File: src/rtl/mem_arb_pkg.sv
// Shared types and default widths for the instruction/data memory arbiter.
package mem_arb_pkg;

  localparam int AW_DEF = 32;
  localparam int DW_DEF = 32;

  typedef enum logic [1:0] {
    IDLE  = 2'd0,
    IBUSY = 2'd1,
    DBUSY = 2'd2
  } arb_state_t;

endpackage

File: src/rtl/mem_arb_buf.sv
// One-entry response buffer: holds a completed read until the pipeline advances,
// and bypasses the memory data straight through in the completion cycle.
module mem_arb_buf #(
  parameter int DW = 32
) (
  input  logic          clk,
  input  logic          reset,
  input  logic          wr,
  input  logic          clr,
  input  logic [DW-1:0] wdata,
  output logic          valid,
  output logic [DW-1:0] rdata
);

  logic [DW-1:0] data_q;

  // A clear in the same cycle as a write wins: the bypassed value was consumed.
  always_ff @(posedge clk) begin
    if (reset) begin
      valid  <= 1'b0;
      data_q <= '0;
    end else begin
      if (wr) begin
        data_q <= wdata;
      end
      if (clr) begin
        valid <= 1'b0;
      end else if (wr) begin
        valid <= 1'b1;
      end
    end
  end

  assign rdata = wr ? wdata : data_q;

endmodule

File: src/rtl/mem_arbiter.sv
// Serialises fetch and data accesses onto one single-ported memory, data first,
// with per-port response buffers and combinational pipeline stalls.
module mem_arbiter
  import mem_arb_pkg::*;
#(
  parameter int AW = AW_DEF,
  parameter int DW = DW_DEF
) (
  input  logic          clk,
  input  logic          reset,
  input  logic          advance,
  input  logic          ireq,
  input  logic [AW-1:0] iaddr,
  output logic [DW-1:0] irdata,
  output logic          istall,
  input  logic          dreq,
  input  logic          dwe,
  input  logic [AW-1:0] daddr,
  input  logic [DW-1:0] dwdata,
  output logic [DW-1:0] drdata,
  output logic          dstall,
  output logic          mreq,
  output logic          mwe,
  output logic [AW-1:0] maddr,
  output logic [DW-1:0] mwdata,
  input  logic [DW-1:0] mrdata,
  input  logic          mready
);

  arb_state_t state, next_state;
  logic ivalid, dvalid;
  logic ipend, dpend;
  logic idone, ddone;
  logic load_i, load_d;

  assign ipend = ireq & ~ivalid;
  assign dpend = dreq & ~dvalid;
  assign idone = (state == IBUSY) & mready;
  assign ddone = (state == DBUSY) & mready;

  assign istall = ipend & ~idone;
  assign dstall = dpend & ~ddone;

  // The access finishing this cycle is excluded so the next issue can go out back-to-back.
  always_comb begin
    next_state = state;
    load_i     = 1'b0;
    load_d     = 1'b0;
    unique case (state)
      IDLE, IBUSY, DBUSY: begin
        if ((state == IDLE) || mready) begin
          if (dpend && !ddone) begin
            next_state = DBUSY;
            load_d     = 1'b1;
          end else if (ipend && !idone) begin
            next_state = IBUSY;
            load_i     = 1'b1;
          end else begin
            next_state = IDLE;
          end
        end
      end
      default: next_state = IDLE;
    endcase
  end

  always_ff @(posedge clk) begin
    if (reset) begin
      state  <= IDLE;
      mreq   <= 1'b0;
      mwe    <= 1'b0;
      maddr  <= '0;
      mwdata <= '0;
    end else begin
      state <= next_state;
      mreq  <= (next_state != IDLE);
      if (load_d) begin
        maddr  <= daddr;
        mwe    <= dwe;
        mwdata <= dwdata;
      end else if (load_i) begin
        maddr <= iaddr;
        mwe   <= 1'b0;
      end
    end
  end

  mem_arb_buf #(.DW(DW)) u_ibuf (
    .clk   (clk),
    .reset (reset),
    .wr    (idone),
    .clr   (advance),
    .wdata (mrdata),
    .valid (ivalid),
    .rdata (irdata)
  );

  mem_arb_buf #(.DW(DW)) u_dbuf (
    .clk   (clk),
    .reset (reset),
    .wr    (ddone),
    .clr   (advance),
    .wdata (mrdata),
    .valid (dvalid),
    .rdata (drdata)
  );

endmodule

File: config.mk
export PLATFORM = sky130hd
export DESIGN_NAME = mem_arbiter
export DESIGN_NICKNAME = d
export VERILOG_FILES = /design/src/rtl/mem_arb_pkg.sv /design/src/rtl/mem_arb_buf.sv /design/src/rtl/mem_arbiter.sv
export SDC_FILE = /design/constraint.sdc
export NUM_CORES = 1
export LEC_CHECK = 0
export BUFFER_PORTS_ARGS = -buffer_cell sky130_fd_sc_hd__clkbuf_2
export CORE_MARGIN = 4
export CORE_UTILIZATION = 46
export CTS_CLUSTER_SIZE = 25
export DETAILED_ROUTE_END_ITERATION = 16
export PLACE_DENSITY = 0.85
export SYNTH_ARGS = -nofsm -noshare
export SYNTH_HDL_FRONTEND = slang
export SYNTH_SLANG_ARGS = --single-unit
File: constraint.sdc
create_clock -name clk -period 2.15 [get_ports clk]
set_clock_uncertainty 0.15 [all_clocks]
set_input_delay 0.43 -clock clk [delete_from_list [all_inputs] [get_ports clk]]
set_output_delay 0.43 -clock clk [all_outputs]
set_load 0.05 [all_outputs]
# [After elaboration in Yosys (flattened, before gate mapping)]
# Cells that the tools add are included.
[word_totals] reg_bits=134 in_bits=135 output_inout_bits=132
[op_classes] eq_ne=2 n_reduce_logical=10 muxes=17 bitwise=10
[ops] op="32-bit two-way mux" count=4
[ops] op="1-bit two-way mux" count=10
[ops] op="1-bit bitwise AND" count=6
[ops] op="2-bit two-way mux" count=3
[ops] op="1-bit inverter" count=4
[ops] op="2-bit nonzero test" count=2
[ops] op="3-bit OR reduction" count=1
[ops] op="2-bit by 1-bit equality test with 1-bit output (second input constant)" count=1
[ops] op="2-bit equality test (second input constant)" count=1
[ops] op="1-bit logical AND" count=2
[ops] op="1-bit logical NOT" count=2
[ops] op="2-bit logical NOT" count=1
[ops] op="2-bit OR reduction" count=1
[ops] op="1-bit logical OR" count=1

# [Depth between registers and ports, before layout]
[depth] depth_word=10 ltp_mapped=7

# [Modules after synthesis]
# A second synthesis with hierarchy kept.
[unflattened] hier_cells=567 hier_area_um2=5851.9
[modules_own_cells] mod="mem_arbiter" n_inst=1 area_each_um2=3061.7 cells_each=355
[modules_own_cells] mod="mem_arb_buf" n_inst=2 area_each_um2=1395.1 cells_each=106

# [Worst setup path before layout]
# OpenSTA, ideal clock, no wires.
[synth_timing] path_kind="in2out" start="input port mready" end="output port dstall" path_stages=4 slack_ps=-190 arrival_ps=1760 t_required_ps=1570 path_buffers=2 path_cell_list="clkbuf_1 nand3b_1 buf_2 nor2b_1"
[synth_between] elab_chain_len=3
[synth_rtl] item="start, declared" line="mem_arbiter.sv:27" source="input logic mready"
[synth_rtl] item="1-bit bitwise AND" line="mem_arbiter.sv:39" source="assign ddone = (state == DBUSY) & mready;"
[synth_rtl] item="1-bit inverter" line="mem_arbiter.sv:42" source="assign dstall = dpend & ~ddone;"
[synth_rtl] item="1-bit bitwise AND" line="mem_arbiter.sv:42"
[synth_rtl] item="end, declared" line="mem_arbiter.sv:21" source="output logic dstall,"
# Every way passes these cells.

# [Worst setup path after layout]
[layout_timing] start="register state[0]" end="output port drdata[15]"
[layout_between] elab_chain_len=3
[layout_rtl] item="start, declared" line="mem_arbiter.sv:30" source="arb_state_t state, next_state;"
[layout_rtl] item="start signal, assigned" line="mem_arbiter.sv:75" source="state <= next_state;"
[layout_rtl] item="2-bit equality test" line="mem_arbiter.sv:39"
[layout_rtl] item="1-bit bitwise AND" line="mem_arbiter.sv:39"
[layout_rtl] item="32-bit two-way mux"
[layout_rtl] item="end, declared" line="mem_arbiter.sv:20" source="output logic [DW-1:0] drdata,"
# Every way passes these cells.

==> summary.txt <==
Floorplanning
  • Core Area: 11400 um^2
  • Initial Utilization: 0.470
  • DIE HEIGHT: 116 um
  • Die width: 116 um
  • I/O Pins: 267
  • Die Footprint: 13500 um^2
  • Row cnt: 39

Global route
  • Total track usage: 0.244
  • First-pass GRT wire length: 25400 um
  • Largest net degree at the start of global routing: 63
  • Vias in the first global route: 5014
  • GR Overflow Total: 0
  • Initial antenna violation count: 0

Cells and area
  • Fin cells: 987
  • Most frequent cells in the layout: clkbuf_2, dfxtp_1, nand2_1
  • Final core occ: 0.749
  • Filler cell count: 761
  • Commonest non-fill, non-tap cell in the layout: clkbuf_2
  • Fin nets: 966
  • # diodes: 0
  • Layout cells sized above 1: 0.477
  • Syn-to-layout area delta: 59.4%

Worst setup path
  • Setup Crit Path Kind: reg2out
  • CP max stage delay: 330 ps
  • CP startpoint kind: flip-flop
  • CP cell instances: nand3b_1, buf_6, clkbuf_16, mux2_4, buf_8
  • Slowest cell on crit path: dfxtp_2
  • CP arrival: 1770 ps
  • Required time worst endpoint: 1570 ps
  • Maximum fanout along the worst path: 8
  • CP endpoint kind: output pin

Pwr
  • Design Power: 0.00784 W
  • Max IR drop VDD: 0.764 mV
  • Power per cell area: 917 nW/um^2
  • Leakage power: 4.10 nW

Clock tree
  • Clock transition at path regs: 50 ps
  • Clk buf depth: 2
  • CTS Buf Count: 17
  • Hold Buf Count CTS: 0
  • Worst skew pair latency: 400 ps
  • Sink Count: 134
  • Root Buffer Master: clkbuf_16
  • H-Tree Level Count: 4
  • CTS tree: yes

Synth
  • Sequential area share after synthesis: 0.500
  • Synth area leader: dfxtp_1
  • Cells after synthesis: 563
  • Synth warn: 0
  • Synth top area cells: dfxtp_1, mux2_2, nand2_1
  • Mapped Area: 5370 um^2
  • Seq cells post-synth: 134
  • Mapped Avg Cell Area: 9.53 um^2
  • Post-synth cell types: 28
  • Area share of the largest cell type after synthesis: 0.500
  • Synth Net Count: 698

Routing
  • Routed Antenna Nets: 0
  • Initial DRC count: 368
  • Wire per inst: 18.8 um
  • DRC: 0
  • Routed via count: 5155
  • DR vias/cell: 5.22
  • Routed WL: 18600 um
  • DRT Pass-1 Iters: 4

Place
  • GPL Wtd Cong: 0.800
  • Pre-CTS setup slack: 43.5 ps
  • Detail Placement HPWL: 10600 um
  • # port buffers: 266
  • Placed Instances: 940

STA
  • Final Slew Violations: 0
  • F_max: 425 MHz
  • Final setup violation count: 64
  • Worst-Margin Slew: 544 ps
  • Worst slew margin: 0.637
  • Setup WS post-layout: -205 ps
  • Hold Vio Cnt, Final: 0
  • RSZ-0062 raised after global routing: true
  • Min Tclk post-route: 2350 ps
  • Tcrit/Tclk final: 1.10

Min path
  • HP Class: in2reg

Run status
  • Violated checks: setup timing
  • Status: complete, but fails checks

Job
  • Total of max-cap violations: 0
[logic make-up after synthesis]
| group | after synthesis | synth area share |
|---|---|---|
| AO/OA/AOI/OAI | 109 | 0.136 |
| buffers and inverters | 52 | 0.0511 |
| flip-flops | 134 | 0.500 |
| multiplexers | 64 | 0.134 |
| AND/OR/NAND/NOR | 204 | 0.179 |
[timing repair]
item	CTS	global route
gates cloned	2	5
gates resized for setup	135	126
pin swaps	0	1
endpoints found under the setup margin	66	66
buffers inserted	4	5
[worst max-delay path: cells and delay by family, from the launching register on]
kind | cells | cell delay (ps)
muxes | 1 | 330
DFF | 1 | 330
buffers and inverters | 3 | 500
and+or+nand+nor | 1 | 210
[metrics by stage]
step                      TNS, ps  cell area, um^2  hold WS, ps
after floorplan                 0             5370          284
after global placement          0             6860          291
after detailed placement        0             6860          296
after CTS                  -10330             8110         25.8
after global routing       -15520             8550         30.5
final                      -11290             8550         47.4
[cells in the mapped netlist]
cell and count:
and3_1 1, and2_1 1, o311a_1 1, nand3b_1 2, nor3_1 1, mux2_2 64
buf_6 6, nor2b_1 66, o21ai_4 1, or3_1 1, a211oi_1 2, nor2b_2 1
a311oi_1 29, a21oi_1 68, a2111oi_0 1, buf_2 23, inv_1 4, o21ai_0 1
o21ai_2 1, dfxtp_1 134, nand2_1 129, or3b_1 1, a311oi_2 4, clkbuf_1 17
a21bo_2 1, buf_4 1, nand2b_1 1, clkbuf_2 1
[path summary, 6_finish.rpt]
check,start,end,slack [ps],cells after the start
max,state[0]$_SDFF_PP0_,drdata[15],-200,5
max reg2reg,u_dbuf.valid$_SDFFE_PP0N_,maddr[3]$_SDFFE_PP0P_,100,6
min,advance,u_ibuf.valid$_SDFFE_PP0P_,50,2
min reg2reg,mwdata[28]$_SDFFE_PP0N_,mwdata[28]$_SDFFE_PP0N_,300,2
[where the power goes]
part | total, W | internal, W | leakage [nW] | switching [W]
logic | 0.00221 | 0.000809 | 2.71 | 0.00140
clock network | 0.00288 | 0.00184 | 0.291 | 0.00104
registers | 0.00275 | 0.00267 | 1.10 | 0.0000856
[registers in the layout (all words and copies together), names as in the netlist]
name,flops
mwe,1
u_dbuf.valid,1
state,2
mwdata,32
maddr,32
u_dbuf.data_q,32
u_ibuf.valid,1
u_ibuf.data_q,32
mreq,1
[cell type report]
type                    count  area (um^2)  area share
clock buffers              22          454      0.0531
inverters                   4         15.0     0.00176
well taps                 143          179      0.0209
repair buffers            297         2470       0.289
multi-input cells         377         2620       0.306
clock inverters            10          129      0.0151
flip-flops and latches    134         2690       0.314
[metal layers]
layer  vias up  global-route usage  wire length, um
li1       2452                   -                -
met1      2447               0.270             7130
met2       221               0.430             9770
met3        35              0.0794             1260
met4         0               0.102              436
met5         -                   0                0
Note: power is estimated with default switching activity, not from simulation.
